==> src/rtl/cmd_issue_ctrl_pkg.sv <==
// Shared types and constants for the SD CMD-line issue controller.
package sdhost_cmd_pkg;

  typedef enum logic [1:0] {
    ST_IDLE   = 2'd0,
    ST_LAUNCH = 2'd1,
    ST_WAIT   = 2'd2,
    ST_DONE   = 2'd3
  } cmd_state_e;

  localparam logic [1:0] RESP_NONE = 2'b00;
  localparam logic [1:0] RESP_136  = 2'b01;
  localparam logic [1:0] RESP_48   = 2'b10;
  localparam logic [1:0] RESP_48B  = 2'b11;

  localparam int INT_CMD_COMPLETE = 0;
  localparam int INT_TIMEOUT      = 1;
  localparam int INT_CRC          = 2;
  localparam int INT_INDEX        = 3;

  // 136-bit responses are captured through the same 48-bit window.
  function automatic logic resp_captured(input logic [1:0] rt);
    logic cap;
    case (rt)
      RESP_NONE:                   cap = 1'b0;
      RESP_136, RESP_48, RESP_48B: cap = 1'b1;
      default:                     cap = 1'b0;
    endcase
    return cap;
  endfunction

endpackage

==> src/rtl/cmd_issue_ctrl_if.sv <==
// Register-block and CMD-phy signals of the issue controller.
interface cmd_issue_ctrl_if #(
  parameter int RESP_W = 48
);
  logic              reg_wr_cmd;
  logic [5:0]        cmd_index_in;
  logic [1:0]        cmd_type_in;
  logic              data_present_in;
  logic              index_check_en_in;
  logic              crc_check_en_in;
  logic [1:0]        resp_type_in;
  logic [31:0]       argument_in;
  logic              timeout_en_in;
  logic              sw_rst_cmd;
  logic [3:0]        int_clr;
  logic              command_complete;
  logic              command_index_error;
  logic              phy_crc_error;
  logic [RESP_W-1:0] response;
  logic              new_command;
  logic [31:0]       cmd_argument;
  logic [5:0]        cmd_index;
  logic              timeout_enable;
  logic              cmd_inhibit;
  logic [31:0]       resp_reg;
  logic [3:0]        int_status;
  logic              cmd_dropped;

  modport master (
    output reg_wr_cmd, cmd_index_in, cmd_type_in, data_present_in,
           index_check_en_in, crc_check_en_in, resp_type_in, argument_in,
           timeout_en_in, sw_rst_cmd, int_clr, command_complete,
           command_index_error, phy_crc_error, response,
    input  new_command, cmd_argument, cmd_index, timeout_enable,
           cmd_inhibit, resp_reg, int_status, cmd_dropped
  );

  modport slave (
    input  reg_wr_cmd, cmd_index_in, cmd_type_in, data_present_in,
           index_check_en_in, crc_check_en_in, resp_type_in, argument_in,
           timeout_en_in, sw_rst_cmd, int_clr, command_complete,
           command_index_error, phy_crc_error, response,
    output new_command, cmd_argument, cmd_index, timeout_enable,
           cmd_inhibit, resp_reg, int_status, cmd_dropped
  );
endinterface

==> src/rtl/cmd_watchdog.sv <==
// Saturating cycle counter flagging the last cycle before a command timeout.
module cmd_watchdog #(
  parameter int TIMEOUT_CYCLES = 64
) (
  input  logic i_clock,
  input  logic i_reset,
  input  logic i_clear,
  input  logic i_enable,
  output logic o_expired
);
  localparam int CNT_W = $clog2(TIMEOUT_CYCLES + 1);
  localparam logic [CNT_W-1:0] CNT_MAX  = CNT_W'(TIMEOUT_CYCLES);
  localparam logic [CNT_W-1:0] CNT_LAST = CNT_W'(TIMEOUT_CYCLES - 1);
  localparam logic [CNT_W-1:0] CNT_ONE  = CNT_W'(1);

  logic [CNT_W-1:0] r_count;

  always_ff @(posedge i_clock) begin
    if (i_reset || i_clear) begin
      r_count <= '0;
    end else if (i_enable && (r_count != CNT_MAX)) begin
      r_count <= r_count + CNT_ONE;
    end
  end

  assign o_expired = (r_count == CNT_LAST);
endmodule

==> src/rtl/cmd_issue_ctrl.sv <==
// SD CMD-line sequencer: accepts a command write, launches it on the phy,
// waits for completion or timeout and maintains response and W1C status.
module cmd_issue_ctrl
  import sdhost_cmd_pkg::*;
#(
  parameter int TIMEOUT_CYCLES = 64,
  parameter int RESP_W         = 48
) (
  input logic             clock,
  input logic             reset,
  cmd_issue_ctrl_if.slave bus
);
  cmd_state_e  r_state;
  cmd_state_e  w_state_next;

  logic [31:0] r_argument;
  logic [5:0]  r_index;
  logic [1:0]  r_cmd_type;
  logic        r_data_present;
  logic        r_index_chk;
  logic        r_crc_chk;
  logic [1:0]  r_resp_type;
  logic        r_timeout_en;
  logic [31:0] r_resp;
  logic [3:0]  r_status;
  logic        r_dropped;

  logic        w_in_wait;
  logic        w_accept;
  logic        w_complete;
  logic        w_timeout;
  logic        w_expired;
  logic        w_new_command;
  logic        w_inhibit;
  logic [3:0]  w_set;
  logic        w_unused_bits;

  assign w_in_wait  = (r_state == ST_WAIT);
  assign w_accept   = bus.reg_wr_cmd && (r_state == ST_IDLE) && !bus.sw_rst_cmd;
  assign w_complete = w_in_wait && bus.command_complete && !bus.sw_rst_cmd;
  // A completion in the expiry cycle takes priority over the timeout.
  assign w_timeout  = w_in_wait && !bus.command_complete && r_timeout_en &&
                      w_expired && !bus.sw_rst_cmd;

  cmd_watchdog #(
    .TIMEOUT_CYCLES(TIMEOUT_CYCLES)
  ) u_watchdog (
    .i_clock  (clock),
    .i_reset  (reset),
    .i_clear  (!w_in_wait || bus.sw_rst_cmd),
    .i_enable (w_in_wait),
    .o_expired(w_expired)
  );

  always_ff @(posedge clock) begin
    if (reset) begin
      r_state <= ST_IDLE;
    end else begin
      r_state <= w_state_next;
    end
  end

  always_comb begin
    w_state_next = r_state;
    if (bus.sw_rst_cmd) begin
      w_state_next = ST_IDLE;
    end else begin
      case (r_state)
        ST_IDLE:   if (bus.reg_wr_cmd) w_state_next = ST_LAUNCH;
        ST_LAUNCH: w_state_next = ST_WAIT;
        ST_WAIT:   if (bus.command_complete || w_timeout) w_state_next = ST_DONE;
        ST_DONE:   w_state_next = ST_IDLE;
        default:   w_state_next = ST_IDLE;
      endcase
    end
  end

  // The launch pulse is squashed combinationally by a CMD-line abort.
  always_comb begin
    w_new_command = 1'b0;
    w_inhibit     = 1'b1;
    case (r_state)
      ST_IDLE:   w_inhibit = 1'b0;
      ST_LAUNCH: w_new_command = !bus.sw_rst_cmd;
      default:   w_inhibit = 1'b1;
    endcase
  end

  always_ff @(posedge clock) begin
    if (reset) begin
      r_argument     <= '0;
      r_index        <= '0;
      r_cmd_type     <= '0;
      r_data_present <= 1'b0;
      r_index_chk    <= 1'b0;
      r_crc_chk      <= 1'b0;
      r_resp_type    <= RESP_NONE;
      r_timeout_en   <= 1'b0;
    end else if (w_accept) begin
      r_argument     <= bus.argument_in;
      r_index        <= bus.cmd_index_in;
      r_cmd_type     <= bus.cmd_type_in;
      r_data_present <= bus.data_present_in;
      r_index_chk    <= bus.index_check_en_in;
      r_crc_chk      <= bus.crc_check_en_in;
      r_resp_type    <= bus.resp_type_in;
      r_timeout_en   <= bus.timeout_en_in;
    end
  end

  always_comb begin
    w_set = '0;
    if (w_complete) begin
      w_set[INT_CMD_COMPLETE] = 1'b1;
      w_set[INT_INDEX]        = r_index_chk && bus.command_index_error;
      w_set[INT_CRC]          = r_crc_chk && bus.phy_crc_error;
    end
    if (w_timeout) begin
      w_set[INT_TIMEOUT] = 1'b1;
    end
  end

  // Sticky bits: a same-cycle set beats the W1C strobe.
  always_ff @(posedge clock) begin
    if (reset) begin
      r_status <= '0;
    end else begin
      r_status <= (r_status & ~bus.int_clr) | w_set;
      if (bus.sw_rst_cmd) begin
        r_status[INT_CMD_COMPLETE] <= 1'b0;
      end
    end
  end

  always_ff @(posedge clock) begin
    if (reset) begin
      r_resp    <= '0;
      r_dropped <= 1'b0;
    end else begin
      if (w_complete && resp_captured(r_resp_type)) begin
        r_resp <= bus.response[39:8];
      end
      r_dropped <= bus.reg_wr_cmd && (r_state != ST_IDLE) && !bus.sw_rst_cmd;
    end
  end

  // Command type and data-present are held for readback only.
  assign w_unused_bits = ^{r_cmd_type, r_data_present,
                           bus.response[RESP_W-1:40], bus.response[7:0]};

  assign bus.new_command    = w_new_command;
  assign bus.cmd_argument   = r_argument;
  assign bus.cmd_index      = r_index;
  assign bus.timeout_enable = r_timeout_en;
  assign bus.cmd_inhibit    = w_inhibit;
  assign bus.resp_reg       = r_resp;
  assign bus.int_status     = r_status;
  assign bus.cmd_dropped    = r_dropped;
endmodule

==> src/flat_wrapper.sv <==
// flat-port wrapper written by rule: the top's interface ports become plain ports
module cmd_issue_ctrl_flat import sdhost_cmd_pkg::*;
#(
  parameter int TIMEOUT_CYCLES = 64,
  parameter int RESP_W         = 48
)
  (clock, reset, bus_reg_wr_cmd, bus_cmd_index_in, bus_cmd_type_in, bus_data_present_in, bus_index_check_en_in, bus_crc_check_en_in, bus_resp_type_in, bus_argument_in, bus_timeout_en_in, bus_sw_rst_cmd, bus_int_clr, bus_command_complete, bus_command_index_error, bus_phy_crc_error, bus_response, bus_new_command, bus_cmd_argument, bus_cmd_index, bus_timeout_enable, bus_cmd_inhibit, bus_resp_reg, bus_int_status, bus_cmd_dropped);
  cmd_issue_ctrl_if #(.RESP_W(RESP_W)) bus_i ();
  input logic clock;
  input logic reset;
  input wire logic [$bits(bus_i.reg_wr_cmd)-1:0] bus_reg_wr_cmd;
  input wire logic [$bits(bus_i.cmd_index_in)-1:0] bus_cmd_index_in;
  input wire logic [$bits(bus_i.cmd_type_in)-1:0] bus_cmd_type_in;
  input wire logic [$bits(bus_i.data_present_in)-1:0] bus_data_present_in;
  input wire logic [$bits(bus_i.index_check_en_in)-1:0] bus_index_check_en_in;
  input wire logic [$bits(bus_i.crc_check_en_in)-1:0] bus_crc_check_en_in;
  input wire logic [$bits(bus_i.resp_type_in)-1:0] bus_resp_type_in;
  input wire logic [$bits(bus_i.argument_in)-1:0] bus_argument_in;
  input wire logic [$bits(bus_i.timeout_en_in)-1:0] bus_timeout_en_in;
  input wire logic [$bits(bus_i.sw_rst_cmd)-1:0] bus_sw_rst_cmd;
  input wire logic [$bits(bus_i.int_clr)-1:0] bus_int_clr;
  input wire logic [$bits(bus_i.command_complete)-1:0] bus_command_complete;
  input wire logic [$bits(bus_i.command_index_error)-1:0] bus_command_index_error;
  input wire logic [$bits(bus_i.phy_crc_error)-1:0] bus_phy_crc_error;
  input wire logic [$bits(bus_i.response)-1:0] bus_response;
  output wire logic [$bits(bus_i.new_command)-1:0] bus_new_command;
  output wire logic [$bits(bus_i.cmd_argument)-1:0] bus_cmd_argument;
  output wire logic [$bits(bus_i.cmd_index)-1:0] bus_cmd_index;
  output wire logic [$bits(bus_i.timeout_enable)-1:0] bus_timeout_enable;
  output wire logic [$bits(bus_i.cmd_inhibit)-1:0] bus_cmd_inhibit;
  output wire logic [$bits(bus_i.resp_reg)-1:0] bus_resp_reg;
  output wire logic [$bits(bus_i.int_status)-1:0] bus_int_status;
  output wire logic [$bits(bus_i.cmd_dropped)-1:0] bus_cmd_dropped;
  assign bus_i.reg_wr_cmd = bus_reg_wr_cmd;
  assign bus_i.cmd_index_in = bus_cmd_index_in;
  assign bus_i.cmd_type_in = bus_cmd_type_in;
  assign bus_i.data_present_in = bus_data_present_in;
  assign bus_i.index_check_en_in = bus_index_check_en_in;
  assign bus_i.crc_check_en_in = bus_crc_check_en_in;
  assign bus_i.resp_type_in = bus_resp_type_in;
  assign bus_i.argument_in = bus_argument_in;
  assign bus_i.timeout_en_in = bus_timeout_en_in;
  assign bus_i.sw_rst_cmd = bus_sw_rst_cmd;
  assign bus_i.int_clr = bus_int_clr;
  assign bus_i.command_complete = bus_command_complete;
  assign bus_i.command_index_error = bus_command_index_error;
  assign bus_i.phy_crc_error = bus_phy_crc_error;
  assign bus_i.response = bus_response;
  assign bus_new_command = bus_i.new_command;
  assign bus_cmd_argument = bus_i.cmd_argument;
  assign bus_cmd_index = bus_i.cmd_index;
  assign bus_timeout_enable = bus_i.timeout_enable;
  assign bus_cmd_inhibit = bus_i.cmd_inhibit;
  assign bus_resp_reg = bus_i.resp_reg;
  assign bus_int_status = bus_i.int_status;
  assign bus_cmd_dropped = bus_i.cmd_dropped;
  cmd_issue_ctrl #(.TIMEOUT_CYCLES(TIMEOUT_CYCLES), .RESP_W(RESP_W)) u_core (.clock(clock), .reset(reset), .bus(bus_i));
endmodule
==> config.mk <==
export PLATFORM = sky130hd
export DESIGN_NAME = cmd_issue_ctrl_flat
export DESIGN_NICKNAME = d
export VERILOG_FILES = /design/src/rtl/cmd_issue_ctrl_pkg.sv /design/src/rtl/cmd_issue_ctrl_if.sv /design/src/rtl/cmd_watchdog.sv /design/src/rtl/cmd_issue_ctrl.sv /design/src/flat_wrapper.sv
export SDC_FILE = /design/constraint.sdc
export NUM_CORES = 1
export LEC_CHECK = 0
export ABC_AREA = 1
export BUFFER_PORTS_ARGS = -buffer_cell sky130_fd_sc_hd__buf_2
export CAP_MARGIN = 20
export CORE_UTILIZATION = 46
export CTS_BUF_LIST = sky130_fd_sc_hd__clkbuf_8
export CTS_CLUSTER_DIAMETER = 80
export DETAILED_ROUTE_END_ITERATION = 10
export PLACE_DENSITY = 0.82
export REMOVE_ABC_BUFFERS = 1
export SYNTH_ARGS = -nofsm -noshare
export SYNTH_HDL_FRONTEND = slang
export SYNTH_SLANG_ARGS = --single-unit
==> constraint.sdc <==
create_clock -name clock -period 1.55 [get_ports clock]
set_input_delay 0.0775 -clock clock [delete_from_list [all_inputs] [get_ports clock]]
set_output_delay 0.0775 -clock clock [all_outputs]
set_load 0.005 [all_outputs]
==> metrics.yaml <==
routing:
  wl_per_cell_um: 13.58
  ant_nets: 0
  drc_errors: 0
  first_pass_iters: 4
  drt_iter0_markers: 117
  vias_per_cell: 4.875
  via_count: 3812
  routed_wl_um: 10620
placement:
  numPortBuffers: 163
  dp_hpwl_um: 5855
  post_dp_cell_area_um2: 4313
  gp_congestion: 0.8277
  post-place-ws_ps: 45.73
sta:
  setup_ws_ps: 106.2
  grt_setup_unrepaired: "no"
  slew_headroom: 0.7413
  fmax_mhz: 692.6
  hold_viol: 0
  finalSetupViolCount: 0
  tightest_slew_ps: 388.1
  fin_crit_sh: 0.9315
  skew_ps: 11.85
  drv_slew: 0
  layout_min_cycle_time_ps: 1444
critical_path:
  cp.arrival_ps: 1680
  slowest_delay_ps: 340
  reg2regPathDepth: 6
  crit_buf_inv: 2
  slowest_stage: "dfxtp_1"
  crit_type: "reg2reg"
  timing.rr.end: "u_core.bus.cmd_argument[26]"
  crit_cells: 6
  cp.required_ps: 1780
  crit_chain: "inv_1 > ha_2 > nand3_4 > buf_12 > o21ai_0 > nor2_1"
  setup.worst_path.end_class: "flip-flop"
  worst-path-max-fanout: 44
  start_kind: "flip-flop"
  worstReg2RegStart: "u_core.r_state[1]"
  endpoint: "u_core.bus.cmd_argument[26]"
  r2r_slack_ps: 110
  critPathTopFamily: "flip-flops"
  crit_start: "u_core.r_state[1]"
layout:
  final_common_cell: "buf_2"
  fin_util: 0.7271
  layout-drive-gt1-share: 0.3060
  fin_area_um2: 5274
  area_delta_synth_final_pct: 52.77
  antenna_cells: 0
  nNetsFinal: 789
  final_cell_mix: "163 x buf_2, 148 x nor2_1, 89 x dfxtp_1, 76 x dlygate4sd3_1, 57 x o21ai_0"
global_route:
  grt_overflow: 0
  grt_antenna_before_repair: 0
  met3_usage: 0.06903
  grt_pass1_wl_um: 15730
  top_usage_layer: "met2"
  grt.total_usage: 0.2617
  grt_pass1_vias: 3554
  met1_usage: 0.2754
  grt_max_degree: 48
  met2_usage: 0.4755
floorplan:
  die_area_um2: 7855
  coreArea_um2: 7253
  io_pins: 183
  die_w_um: 88.63
  initial_core_util: 0.4759
  rows: 31
  die_y_um: 88.63
cts:
  cts_buffers: 9
  path_clk_slew_ps: 100
  post_cts_buffers: 0
  clock-root-buffer: "clkbuf_8"
  clk_latency_ps: 350
  clock-sinks: 89
  cts_tree: "yes"
  clk_path_buf_depth: 2
  htreeDepth: 3
synth:
  syn_inst: 441
  yosysWarnings: 0
  yosysSeqAreaShare: 0.5161
  yosys.cell_types.count: 26
  synth_area_um2: 3452
  avgSynthCellArea_um2: 7.828
  synthTopCellsByArea: "dfxtp_1 52%, nor2_1 16%, o21ai_0 9.1%, nand2_1 3.0%, buf_6 2.9%"
  ys_ff_latch: 89
  synth_area_leader_cell: "dfxtp_1"
  synth_top_area_share: 0.5161
run_status:
  status: "finished, final reports clean"
pwr:
  leakage_nw: 2.478
  ir_worst_vdd_mv: 0.5332
  power_mw: 4.644
  pwr_density_cell_nw_per_um2: 880.6
worst_hold_path:
  hold_class: "in2reg"
flow_run:
  max-cap-violations: 0
synthesized netlist by cell type:
| master | n |
|---|---|
| nand4_1 | 2 |
| clkbuf_2 | 1 |
| dfxtp_1 | 89 |
| nor2_1 | 148 |
| buf_6 | 9 |
| nand3_4 | 1 |
| o21ai_1 | 13 |
| a211o_1 | 1 |
| nor3_1 | 1 |
| inv_1 | 26 |
| o21bai_1 | 1 |
| inv_2 | 2 |
| a21oi_1 | 14 |
| nor2_2 | 11 |
| buf_12 | 1 |
| o21ai_0 | 63 |
| clkinv_1 | 1 |
| xor2_1 | 1 |
| ha_1 | 6 |
| nand3_1 | 8 |
| buf_4 | 1 |
| clkbuf_1 | 10 |
| nand2_1 | 28 |
| o21ai_4 | 1 |
| inv_6 | 1 |
| nand3_2 | 1 |
report_power, final:
part           internal [mW]  switching [mW]
registers               2.38          0.0526
logic                  0.379           0.328
clock network          0.644           0.857
total                   3.41            1.24
per-layer routing:
metal	share of wire	vias to the layer above
li1	-	1874
met1	0.38	1753
met2	0.54	147
met3	0.048	38
met4	0.033	0
met5	0	-
worst min-delay path, stage by stage:
cell and delay, ps:
buf_2 80, o21ai_1 80, nor2_1 80
how the worst min path moves through the flow:
| stage | startpoint | to | slack, ps | depth (start not counted) |
|---|---|---|---|---|
| global placement | bus_response[19] | u_core.bus.resp_reg[11] | 310 | 3 |
| floorplan | reset | u_core.bus.int_status[1] | 150 | 1 |
| global route | bus_response[24] | u_core.bus.resp_reg[16] | 0.5 | 3 |
| detailed placement | reset | u_core.bus.int_status[1] | 320 | 2 |
| CTS | bus_argument_in[25] | u_core.bus.cmd_argument[25] | 1 | 3 |
| finish | bus_response[24] | u_core.bus.resp_reg[16] | 0.3 | 3 |
cell type report:
type	instances	area, um2
timing repair buffer	248	1673
clock inverter	6	47.55
tap	99	123.9
sequential	89	1782
multi-input combinational	300	1390
fill	534	1979
inverter	30	120.1
clock buffer	10	137.6
repair_timing:
action	CTS	global route
hold endpoints to repair	73	0
hold buffers	76	0
resized for setup	0	13
endpoints found under the setup margin	0	42
cells by family (layout without fill, tap and decap cells):
family | Yosys count | after routing | synth area share
AOI/OAI and AO/OA | 93 | 93 | 0.1399
buffers and inverters | 52 | 294 | 0.08373
and+or+nand+nor | 200 | 200 | 0.2360
xor gates and xnor gates | 1 | 1 | 0.002538
DFF | 89 | 89 | 0.5161
adders and majority gates | 6 | 6 | 0.02175
per-stage QoR:
step,hold slack (ps),TNS [ps],std cells
5_1_grt,0.4932,0,782
4_1_cts,1.436,0,782
6_report,0.3356,0,782
2_1_floorplan,146.6,-18950,419
3_5_place_dp,316.7,0,690
3_3_place_gp,310.4,0,690
Note: power is estimated with default switching activity, not from simulation.
